<file path="src/rtl/instr_fetch_unit.sv">
// Instruction fetch unit: owns the PC, fetches words from imem over req/ack,
// holds each instruction for decode and steps the PC when it is consumed.
module instr_fetch_unit #(
    parameter int              ADDR_W   = 8,
    parameter logic [ADDR_W-1:0] RESET_PC = '0,
    parameter logic [5:0]      HALT_OP  = 6'h3F
) (
    input  logic              In_Clk,
    input  logic              In_Rst_n,
    input  logic              In_Enable,
    output logic              Out_IMemReq,
    output logic [ADDR_W-1:0] Out_IMemAddr,
    input  logic              In_IMemAck,
    input  logic [31:0]       In_IMemData,
    output logic [31:0]       Out_Instr,
    output logic [5:0]        Out_Opcode,
    output logic              Out_InstrValid,
    input  logic              In_InstrTake,
    input  logic              In_PCSrc,
    input  logic              In_JumpPC,
    output logic [ADDR_W-1:0] Out_PC,
    output logic              Out_Halted
);

    typedef enum logic [1:0] {
        IDLE,
        FETCH,
        ISSUE,
        HALT
    } state_t;

    state_t            state;
    logic [ADDR_W-1:0] pc;
    logic [31:0]       instr;
    logic              req;
    logic              valid;
    logic              halted;

    logic [ADDR_W-1:0] pc_inc;
    logic [ADDR_W-1:0] br_off;
    logic [ADDR_W-1:0] next_pc;

    // Next PC on consume; a jump overrides a taken branch
    always_comb begin
        pc_inc = pc + ADDR_W'(1);
        br_off = ADDR_W'({{16{instr[15]}}, instr[15:0]});
        if (In_JumpPC) begin
            next_pc = instr[ADDR_W-1:0];
        end else if (In_PCSrc) begin
            next_pc = pc_inc + br_off;
        end else begin
            next_pc = pc_inc;
        end
    end

    // Sequencer with registered req/valid/halted outputs
    always_ff @(posedge In_Clk or negedge In_Rst_n) begin
        if (!In_Rst_n) begin
            state  <= IDLE;
            pc     <= RESET_PC;
            instr  <= '0;
            req    <= 1'b0;
            valid  <= 1'b0;
            halted <= 1'b0;
        end else begin
            unique case (state)
                IDLE: begin
                    if (In_Enable) begin
                        state <= FETCH;
                        req   <= 1'b1;
                    end
                end
                FETCH: begin
                    if (In_IMemAck) begin
                        instr <= In_IMemData;
                        state <= ISSUE;
                        req   <= 1'b0;
                        valid <= 1'b1;
                    end
                end
                ISSUE: begin
                    if (In_InstrTake) begin
                        pc    <= next_pc;
                        valid <= 1'b0;
                        if (instr[31:26] == HALT_OP) begin
                            state  <= HALT;
                            halted <= 1'b1;
                        end else if (In_Enable) begin
                            state <= FETCH;
                            req   <= 1'b1;
                        end else begin
                            state <= IDLE;
                        end
                    end
                end
                HALT: begin
                    if (!In_Enable) begin
                        state  <= IDLE;
                        halted <= 1'b0;
                    end
                end
                default: begin
                    state <= IDLE;
                    req   <= 1'b0;
                    valid <= 1'b0;
                end
            endcase
        end
    end

    assign Out_IMemReq    = req;
    assign Out_IMemAddr   = pc;
    assign Out_PC         = pc;
    assign Out_Instr      = instr;
    assign Out_Opcode     = instr[31:26];
    assign Out_InstrValid = valid;
    assign Out_Halted     = halted;

endmodule
</file>
<file path="config.mk">
export PLATFORM = sky130hd
export DESIGN_NAME = instr_fetch_unit
export DESIGN_NICKNAME = d
export VERILOG_FILES = /design/src/rtl/instr_fetch_unit.sv
export SDC_FILE = /design/constraint.sdc
export NUM_CORES = 1
export LEC_CHECK = 0
export BUFFER_PORTS_ARGS = -buffer_cell sky130_fd_sc_hd__buf_2
export CAP_MARGIN = 10
export CORE_ASPECT_RATIO = 1.75
export CORE_MARGIN = 4
export CORE_UTILIZATION = 49
export DETAILED_ROUTE_END_ITERATION = 8
export PLACE_DENSITY = 0.87
export SYNTH_ARGS = -nofsm -noshare
export SYNTH_HDL_FRONTEND = slang
export SYNTH_SLANG_ARGS = --single-unit
</file>
<file path="constraint.sdc">
create_clock -name In_Clk -period 2.47 [get_ports In_Clk]
set_clock_uncertainty 0.05 [all_clocks]
set_input_delay 0.247 -clock In_Clk [delete_from_list [all_inputs] [get_ports In_Clk]]
set_output_delay 0.247 -clock In_Clk [all_outputs]
set_load 0.02 [all_outputs]
</file>
Word-level counts from Yosys, hierarchy flattened
Cells that the tools add are included.
{"block": "word_totals", "elab_cells": 49, "register_bits": 45, "out_inout_bits": 57}
{"block": "op_classes", "n_mux": 21, "reduce_logical": 10, "add_sub_neg": 2, "eq_ne": 10}
{"op": "$mux 8", "n": 2}
{"op": "$ne 2x2->1 const B", "n": 6}
{"op": "$reduce_and 4->1", "n": 3}
{"op": "$mux 1", "n": 10}
{"op": "$mux 2", "n": 5}
{"op": "$add 8x1->8 const B", "n": 1}
{"op": "$add 8x8->8", "n": 1}
{"op": "$pmux 2 s4", "n": 1}
{"op": "$eq 6x6->1 const B", "n": 1}
{"op": "$eq 2x2->1 const B", "n": 2}
{"op": "$pmux 1 s2", "n": 2}
{"op": "$reduce_and 2->1", "n": 2}
{"op": "$reduce_bool 2->1", "n": 2}
{"op": "$pmux 1 s3", "n": 1}
{"op": "$reduce_and 3->1", "n": 1}
{"op": "$reduce_bool 3->1", "n": 1}
{"op": "$eq 2x1->1 const B", "n": 1}
{"op": "$logic_not 2->1", "n": 1}

Logic depth before layout (Yosys ltp)
Gate-level depths: netlist (run 1).
{"block": "depth", "ltp_word": 4, "mapped_depth": 10, "ltp_nobuf": 10}

Worst setup path after synthesis (run 1)
Ideal clock, no wire load.
{"block": "synth_timing", "path_type": "reg2reg", "from": "register pc[0], in the netlist Out_IMemAddr[0]", "to": "register pc[6], in the netlist Out_IMemAddr[6]", "path_buffers": 0, "path_stages_with_launch": 10, "arrival_ps": 2265, "required_ps": 2346, "setup_ps": 74, "slack_ps": 81, "cell_sequence": "dfrtp_1 ha_1 nand2_1 or3_1 nand2_1 ha_1 or4b_1 o21ai_0 a221oi_1 o21ai_2"}
{"block": "synth_between", "elab_chain_cells": 4}
{"element": "start, declared", "line_no": "33", "text": "logic [ADDR_W-1:0] pc;"}
{"element": "start signal, assigned", "line_no": "83", "text": "pc <= next_pc;"}
{"element": "$add 8x1->8 (*)", "line_no": "45", "text": "pc_inc = pc + ADDR_W'(1);"}
{"element": "$add 8x8->8", "line_no": "50", "text": "next_pc = pc_inc + br_off;"}
{"element": "$mux 8 (*)", "line_no": "49", "text": "end else if (In_PCSrc) begin"}
{"element": "$mux 8 (*)", "line_no": "47", "text": "if (In_JumpPC) begin"}
Mark *: on every way between the ends. The rest lies on a longest branch, timed or not.
A chain may end at the register's enable or synchronous reset.

Worst setup path in the final report (run 1)
Same ends and word-level chain as after synthesis.

==> results of run 1 <==
==> cells in the final DEF (no fill, tap or decap), types with 3 or more instances in the layout <==
cell,count
dfrtp_2,4
nand3_1,4
nor2_1,15
clkbuf_8,6
nand2_1,15
inv_1,4
buf_2,95
a21oi_1,10
mux2_1,8
xnor2_1,5
o21ai_1,5
a211oi_1,4
mux2_2,24
o22ai_1,3
ha_1,7
o21ai_0,12
buf_4,7
dfrtp_1,41
==> layer usage <==
| metal | track usage | vias to the layer above |
|---|---|---|
| li1 | - | 984 |
| met1 | 0.2370 | 1031 |
| met2 | 0.3672 | 72 |
| met3 | 0.04847 | 15 |
| met4 | 0.1013 | 0 |
| met5 | 0 | - |
==> power by group <==
part	leakage [µW]	internal [µW]	switching, µW
Combinational	0.000909	1210	1650
Clock	0.0000574	329	252
Sequential	0.000528	1100	346
Total	0.00149	2640	2250
==> state kept, by name, indices dropped and copies added, names as in the netlist <==
signal	cells
Out_Instr	32
Out_IMemAddr	8
Out_InstrValid	1
Out_Halted	1
Out_IMemReq	1
state	2
==> cells by family (layout without fill, tap and decap cells) <==
kind of cell | count (synthesis) | in the layout | share of synthesized area
adder cells (fa/ha/maj) | 10 | 10 | 0.05392
AND/OR/NAND/NOR | 52 | 52 | 0.1053
XOR/XNOR | 9 | 9 | 0.03205
multiplexers | 34 | 34 | 0.1546
AO/OA/AOI/OAI | 52 | 52 | 0.1328
flip-flops | 45 | 45 | 0.4578
buffers and inverters | 26 | 115 | 0.06358
==> cell type report <==
cell class                      count  share of cell area
Timing Repair Buffer              102              0.1713
Multi-Input combinational cell    157              0.3955
Inverter                            5            0.006090
Sequential cell                    45              0.3670
Tap cell                           52             0.02111
Clock inverter                      2             0.01218
Clock buffer                        6             0.02680
==> synth_stat cells (2+ instances only) <==
cell type | instances | area [µm²]
dfrtp_1 | 45 | 1126
o31ai_1 | 2 | 15.01
ha_1 | 9 | 112.6
clkbuf_1 | 2 | 7.510
o21ai_1 | 5 | 25.02
xor2_1 | 2 | 17.52
a21o_1 | 2 | 15.01
nand3_2 | 2 | 20.02
mux2_2 | 24 | 270.3
a211oi_1 | 5 | 37.54
and3_1 | 2 | 12.51
mux2i_1 | 2 | 20.02
a31oi_1 | 2 | 12.51
mux2_1 | 8 | 90.09
nor2_1 | 15 | 56.30
nor2b_1 | 2 | 12.51
buf_2 | 5 | 25.02
o22ai_1 | 3 | 18.77
and2_1 | 2 | 12.51
nand2_1 | 15 | 56.30
xnor2_1 | 7 | 61.31
nor3_1 | 2 | 10.01
nand3_1 | 4 | 20.02
inv_1 | 4 | 15.01
o21ai_0 | 12 | 60.06
a21oi_1 | 11 | 55.05
buf_4 | 14 | 105.1
a211o_1 | 2 | 17.52
==> path summary, 6_finish.rpt <==
check	start	to	slack, ns	depth (start not counted)
min	In_Rst_n	Out_Instr[13]	-0.02	2
max in group asynchronous	In_Rst_n	Out_IMemAddr[4]	1.98	2
min in group In_Clk	In_IMemData[31]	Out_Instr[31]	0.10	2
min reg2reg	Out_InstrValid	Out_InstrValid	0.44	2
max	Out_IMemAddr[0]	Out_IMemAddr[6]	0.09	9
max reg2reg	Out_IMemAddr[0]	Out_IMemAddr[6]	0.09	9
==> per-stage QoR <==
stage	setup TNS (ns)	instances	instance area [µm²]	hold slack [ns]
after detailed placement	0	359	2900	0.3272
after CTS	0	367	3020	0.001234
after global placement	0	359	2900	0.3091
after floorplan	0	228	2460	-0.09859
after global routing	-0.004770	369	3082	0.02160
final	0	369	3082	-0.01513
==> what timing repair did <==
item,in CTS,in global routing
setup buffers,0,2
resized for setup,0,12
endpoints found under the setup margin,0,5
==> flow_summary.json, run 1 <==
{
  "grt_usage": 0.2127,
  "diodes": 0,
  "drt-total-wl_um": 6290,
  "rows": 33,
  "dr_wl_met3_um": 348,
  "htreeDepth": 2,
  "drt_iter0_drc": 95,
  "final_util": 0.6434,
  "wl_met1_um": 2152,
  "clkLatencyLatePin_ns": 0.30,
  "maxCapViolCount": 0,
  "preCtsSetupSlack_ns": 0.04797,
  "irDropWorstVdd_mv": 0.9589,
  "required_ns": 2.61,
  "critPathSlowestCell": "dfrtp_2",
  "ff_latch_area_um2": 1131,
  "wl_met2_um": 3612,
  "top_layer_used": "met4",
  "post-route-period-util": 0.9639,
  "cts_inserted_buffers": 5,
  "vias": 2102,
  "cts_tree": "yes",
  "yosysUniqueCellTypes": 46,
  "multi_input_area_um2": 1219,
  "path_class": "reg2reg",
  "ctsLongestPathBuffers": 2,
  "drc": 0,
  "power_density_nw_per_um2": 1587,
  "max_freq_mhz": 420.0,
  "grt_max_degree": 46,
  "gp_congestion": 0.8218,
  "grt_pass1_vias": 2110,
  "dieWidth_um": 61.56,
  "worst_pin_slew_ns": 0.5688,
  "yosysSeqAreaShare": 0.4578,
  "crit_buf_inv": 0,
  "crit_family": "compound AO/OA/AOI/OAI gates",
  "drtAntennaViolNets": 0,
  "cts-root-buf": "clkbuf_8",
  "synth-edff-count": 0,
  "total_power_uw": 4891,
  "outcome": "complete, but fails checks",
  "dpl.hpwl_um": 4677,
  "drive_above_1_share": 0.4732,
  "synth_seq_cells": 45,
  "hold_viol_final": 45,
  "nNetsFinal": 365,
  "min_path_type": "in2async",
  "leakagePower_uw": 0.001494,
  "end_kind": "register",
  "die_y_um": 101.7,
  "die_area_um2": 6263,
  "grt.overflow.total": 0,
  "slew_viol_final": 0,
  "syn-num-nets": 277,
  "crit_chain": "nand2_1 > or2_4 > xnor2_2 > ha_1 > a211o_1 > a21oi_2 > a311oi_1 > a221oi_1 > o21ai_2",
  "viasPerCell": 5.696,
  "ys.warnings.count": 0,
  "async_flop_share": 1.000,
  "whs_ns": -0.01513,
  "max_stage_delay_ns": 0.45,
  "syn-cell-area_um2": 2460,
  "period_needed_ns": 2.381,
  "slew_headroom": 0.6208,
  "clk_pin_slew_ns": 0.09,
  "grt_pass1_wl_um": 10070,
  "area_growth_pct": 25.28,
  "design.core.area_um2": 4790,
  "initial_utilization": 0.5136,
  "io-pin-count": 96,
  "failed_checks": "hold timing",
  "crit_arrival_ns": 2.52,
  "avgRoutedWirePerCell_um": 17.05,
  "fin_ws_ns": 0.08918,
  "cts.sinks": 45,
  "antenna_found_initial": 0,
  "cp_max_fo": 6,
  "startpoint_type": "register",
  "fillers": 393,
  "hold_buffers": 0,
  "setup_viol": 0,
  "synth_ff_type": "dfrtp_1",
  "io_buffers": 95,
  "synth.avg_cell_area_um2": 10.79,
  "drt-pass1-iter-count": 6,
  "synth_cells": 228
}
Power figures use the tool's default switching activity.
==> inputs of run 2 (changes only) <==
- BUFFER_PORTS_ARGS: -buffer_cell sky130_fd_sc_hd__buf_2 -> unset
- DONT_BUFFER_PORTS: unset -> 1
- PLACE_DENSITY: 0.87 -> 0.71
==> run 2 against run 1 <==
Net effect: the flow now finishes without violations; critical path depth did not move; clock-buffer cell count fell by 1; clock power fell by 29%; via count fell by 19%; maximum frequency rose by 0.77%; sequential share of layout area rose by 5.9 points; sequential cell count did not move; final cell count fell by 24%.
==> flow_summary.json, run 2 (synthesis results as in run 1) <==
{
  "cts_tree": "yes",
  "design.core.area_um2": 4790,
  "rows": 33,
  "fin_ws_ns": 0.1074,
  "rsz0062_at_grt": "false",
  "dpl.hpwl_um": 4324,
  "whs_ns": 0.03350,
  "antenna_found_initial": 0,
  "clkLatencyLatePin_ns": 0.29,
  "path_class": "reg2reg",
  "clk_pin_slew_ns": 0.08,
  "setup_viol": 0,
  "hold_viol_final": 0,
  "period_needed_ns": 2.363,
  "whs_path_depth": 1,
  "grt_max_degree": 46,
  "cts-root-buf": "clkbuf_8",
  "tns_ns": 0,
  "grt_usage": 0.1932,
  "required_ns": 2.60,
  "htreeDepth": 2,
  "die_y_um": 101.7,
  "cts_setup_buffers": 0,
  "maxCapViolCount": 0,
  "grt.overflow.total": 0,
  "area_growth_pct": 7.630,
  "min_path_type": "in2reg",
  "gp_congestion": 0.8807,
  "crit_arrival_ns": 2.49,
  "grt_pass1_vias": 1851,
  "irDropWorstVdd_mv": 0.8532,
  "drt-pass1-iter-count": 4,
  "drtAntennaViolNets": 0,
  "outcome": "completed",
  "io-pin-count": 96,
  "max_freq_mhz": 423.3,
  "slew_viol_final": 0,
  "vias": 1709,
  "cp_max_fo": 3,
  "startpoint_type": "register",
  "viasPerCell": 6.060,
  "io_buffers": 0,
  "worst_r2r_path_depth": 9,
  "fillers": 408,
  "cts.sinks": 45,
  "slew_headroom": 0.6371,
  "drt_iter0_drc": 83,
  "drive_above_1_share": 0.2304,
  "grt_pass1_wl_um": 9004,
  "diodes": 0,
  "drt-total-wl_um": 5529,
  "nNetsFinal": 280,
  "post-route-period-util": 0.9565,
  "avgRoutedWirePerCell_um": 19.61,
  "final_util": 0.5528,
  "dieWidth_um": 61.56,
  "power_density_nw_per_um2": 1639,
  "final_common_cell": "dfrtp_1",
  "worst_pin_slew_ns": 0.5443,
  "drc": 0,
  "most-common-layout-cells": "44 x dfrtp_1, 24 x mux2_2, 15 x nand2_1, 15 x nor2_1, 13 x buf_4",
  "end_kind": "register",
  "die_area_um2": 6263,
  "ctsLongestPathBuffers": 2,
  "leakagePower_uw": 0.001151,
  "cts_inserted_buffers": 5,
  "initial_utilization": 0.5136,
  "largest_reg_flops": 32,
  "preCtsSetupSlack_ns": 0.1013
}
## run 2: changes by cell type in the layout (fill, tap and decap cells not counted), moves of 2 or more
cell | previous run | this run
dfrtp_2 | 4 | 1
buf_4 | 7 | 13
buf_2 | 95 | 0
dfrtp_1 | 41 | 44
dlygate4sd3_1 | 0 | 2
## run 2: final timing paths
| check | endpoint | start | slack [ns] |
|---|---|---|---|
| setup / recovery | Out_IMemAddr[6] | Out_IMemAddr[1] | 0.11 |
| hold / removal | Out_Instr[8] | In_IMemData[8] | 0.03 |
| setup reg to reg | Out_IMemAddr[6] | Out_IMemAddr[1] | 0.11 |
| hold reg to reg | Out_Halted | state[1] | 0.53 |
| max in group asynchronous | Out_IMemAddr[0] | In_Rst_n | 1.74 |
| min in group asynchronous | Out_Instr[4] | In_Rst_n | 0.41 |
## run 2: per-layer routing
metal,part of all wire,vias up,GRT usage
met1,0.34,825,0.2077
met5,0,-,0
met4,0.026,0,0.08987
li1,-,810,-
met3,0.063,13,0.05357
met2,0.57,61,0.3358
## run 2: per-stage QoR
stage | area, µm² | cells | total power (µW)
CTS | 2626 | 282 | 4329
detailed placement | 2505 | 273 | 3889
global route | 2648 | 282 | 4662
global placement | 2505 | 273 | 3821
finish | 2648 | 282 | 4338
floorplan | 2460 | 228 | 3454
## run 2: cell type report
class / count / area, µm² / area share
clock inverter: 1 / 5.005 / 0.001890
clock buffer: 5 / 68.82 / 0.02599
sequential: 45 / 1127 / 0.4258
inverter: 5 / 18.77 / 0.007089
timing repair buffer: 17 / 165.2 / 0.06238
multi-input combinational: 157 / 1197 / 0.4523
tap: 52 / 65.06 / 0.02457
## run 2: report_power, final
part	internal (µW)	switching, µW	leakage [µW]
clock network	186	227	0.0000399
registers	1100	786	0.000532
logic	968	1080	0.000579
## run 2: what timing repair did
item                       in CTS  in global routing
resized for setup               0                  5
hold endpoints to repair       47                  0
hold buffers                    3                  0
setup endpoints to repair       0                  1
## run 2: critical path: stages, from the launching register on
cell and delay [ns]:
dfrtp_1 0.43, nand2_1 0.15, or2_1 0.32, xnor2_2 0.17, ha_1 0.32, a211o_1 0.27
a21oi_1 0.14, a311oi_1 0.07, a221oi_1 0.27, o21ai_2 0.07
==> inputs of run 3 (changes only) <==
==> constraint.sdc (replaced) <==
create_clock -name In_Clk -period 2.47 [get_ports In_Clk]
set_clock_uncertainty 0.05 [all_clocks]
set_input_delay 0.3705 -clock In_Clk [delete_from_list [all_inputs] [get_ports In_Clk]]
set_output_delay 0.3705 -clock In_Clk [all_outputs]
set_load 0.02 [all_outputs]
==> run 3 against run 2 <==
Net effect: design area is 0.38% lower; final cell count shrank 0.35%; maximum frequency grew 0.76%; power shrank 0.36%; sequential share of layout area is 0.16 points higher; first-iteration DRC count is 6.0% lower; global-route usage decreased by 0.13 points; largest cell class unchanged.
==> flow_summary.json, run 3 (synthesis results as in run 1) <==
{
  "design.core.area_um2": 4790,
  "die_area_um2": 6263,
  "ctsLongestPathBuffers": 2,
  "antenna_found_initial": 0,
  "drc": 0,
  "viasPerCell": 6.050,
  "drive_above_1_share": 0.2314,
  "rows": 33,
  "required_ns": 2.60,
  "rsz0062_at_grt": "false",
  "clk_pin_slew_ns": 0.08,
  "slew_viol_final": 0,
  "grt.overflow.total": 0,
  "nNetsFinal": 279,
  "rrSetupSlack_ns": 0.13,
  "avgRoutedWirePerCell_um": 19.40,
  "slew_headroom": 0.6371,
  "setup_viol": 0,
  "cts-root-buf": "clkbuf_8",
  "leakagePower_uw": 0.001147,
  "clkLatencyLatePin_ns": 0.29,
  "power_density_nw_per_um2": 1639,
  "path_class": "reg2reg",
  "hold_viol_final": 0,
  "grt_usage": 0.1919,
  "hold_start": "In_JumpPC",
  "crit_arrival_ns": 2.48,
  "area_growth_pct": 7.223,
  "cts_tree": "yes",
  "startpoint": "Out_IMemAddr[1]",
  "final_common_cell": "dfrtp_1",
  "dpl.hpwl_um": 4324,
  "io-pin-count": 96,
  "grt_max_degree": 46,
  "cp_max_fo": 3,
  "end_kind": "register",
  "die_y_um": 101.7,
  "fin_ws_ns": 0.1252,
  "r2r_end": "Out_IMemAddr[6]",
  "cts_setup_buffers": 0,
  "worst_pin_slew_ns": 0.5444,
  "initial_utilization": 0.5136,
  "most-common-layout-cells": "44 x dfrtp_1, 24 x mux2_2, 15 x nand2_1, 15 x nor2_1, 13 x buf_4",
  "post-route-period-util": 0.9493,
  "drtAntennaViolNets": 0,
  "max_freq_mhz": 426.5,
  "timing.rr.start": "Out_IMemAddr[1]",
  "largest_reg_flops": 32,
  "cts.sinks": 45,
  "tns_ns": 0,
  "grt_pass1_vias": 1838,
  "grt_pass1_wl_um": 8956,
  "cts_inserted_buffers": 5,
  "dieWidth_um": 61.56,
  "htreeDepth": 2,
  "min_path_type": "in2reg",
  "drt-total-wl_um": 5450,
  "irDropWorstVdd_mv": 0.8485,
  "worst_r2r_path_depth": 9,
  "diodes": 0,
  "min_to": "Out_IMemAddr[4]",
  "drt-pass1-iter-count": 4,
  "whs_path_depth": 1,
  "preCtsSetupSlack_ns": 0.1013,
  "gp_congestion": 0.8807,
  "period_needed_ns": 2.345,
  "drt_iter0_drc": 78,
  "io_buffers": 0,
  "startpoint_type": "register",
  "vias": 1700,
  "outcome": "completed",
  "maxCapViolCount": 0
}
-- run 3: final cells by class --
cell class / count / area (µm²)
fillers: 409 / 2152
multi-input cells: 157 / 1197
flip-flops and latches: 45 / 1127
repair buffers: 16 / 155.1
clock buffers: 5 / 68.82
well taps: 52 / 65.06
inverters: 5 / 18.77
clock inverters: 1 / 5.005
-- run 3: power by group --
group / total (µW) / leakage, µW / internal (µW) / switching (µW)
registers: 1880 / 0.000532 / 1100 / 786
clock network: 410 / 0.0000399 / 186 / 224
logic: 2030 / 0.000575 / 966 / 1070
-- run 3: worst max-delay path, cell delays in order (launching register included) --
cell	delay (ns)
dfrtp_1	0.43
nand2_1	0.14
or2_1	0.32
xnor2_2	0.17
ha_1	0.32
a211o_1	0.27
a21oi_1	0.14
a311oi_1	0.07
a221oi_1	0.27
o21ai_2	0.07
-- run 3: timing repair --
item                                   in CTS  in global routing
hold buffers                                2                  0
setup endpoints to repair                   0                  1
endpoints found under the hold margin      45                  0
resized for setup                           0                  5
-- run 3: how the worst max path moves through the flow --
stage	depth (start not counted)	end	slack [ns]
after floorplan	9	Out_IMemAddr[6]	0.08
after global placement	10	Out_IMemAddr[6]	0.16
after detailed placement	9	Out_IMemAddr[6]	0.10
after CTS	9	Out_IMemAddr[6]	0.09
after global routing	9	Out_IMemAddr[6]	0.009
final	9	Out_IMemAddr[6]	0.13
-- run 3: metrics by stage --
step / total power (µW) / instance area (µm²) / util / std cells / hold WS, ns
2_1_floorplan: 3454 / 2460 / - / 228 / 0.02491
4_1_cts: 4328 / 2616 / 0.5462 / 281 / 0.1109
3_5_place_dp: 3889 / 2505 / 0.5230 / 273 / 0.02599
6_report: 4323 / 2638 / 0.5507 / 281 / 0.1235
3_3_place_gp: 3821 / 2505 / 0.5230 / 273 / 0.02590
5_1_grt: 4662 / 2638 / 0.5507 / 281 / 0.1177
-- run 3: layer usage --
metal | global-route usage | wire length, µm | vias up
met5 | 0 | 0 | -
met2 | 0.3358 | 3111 | 56
met4 | 0.08824 | 144 | 0
met1 | 0.2036 | 1845 | 821
li1 | - | - | 810
met3 | 0.05485 | 349 | 13
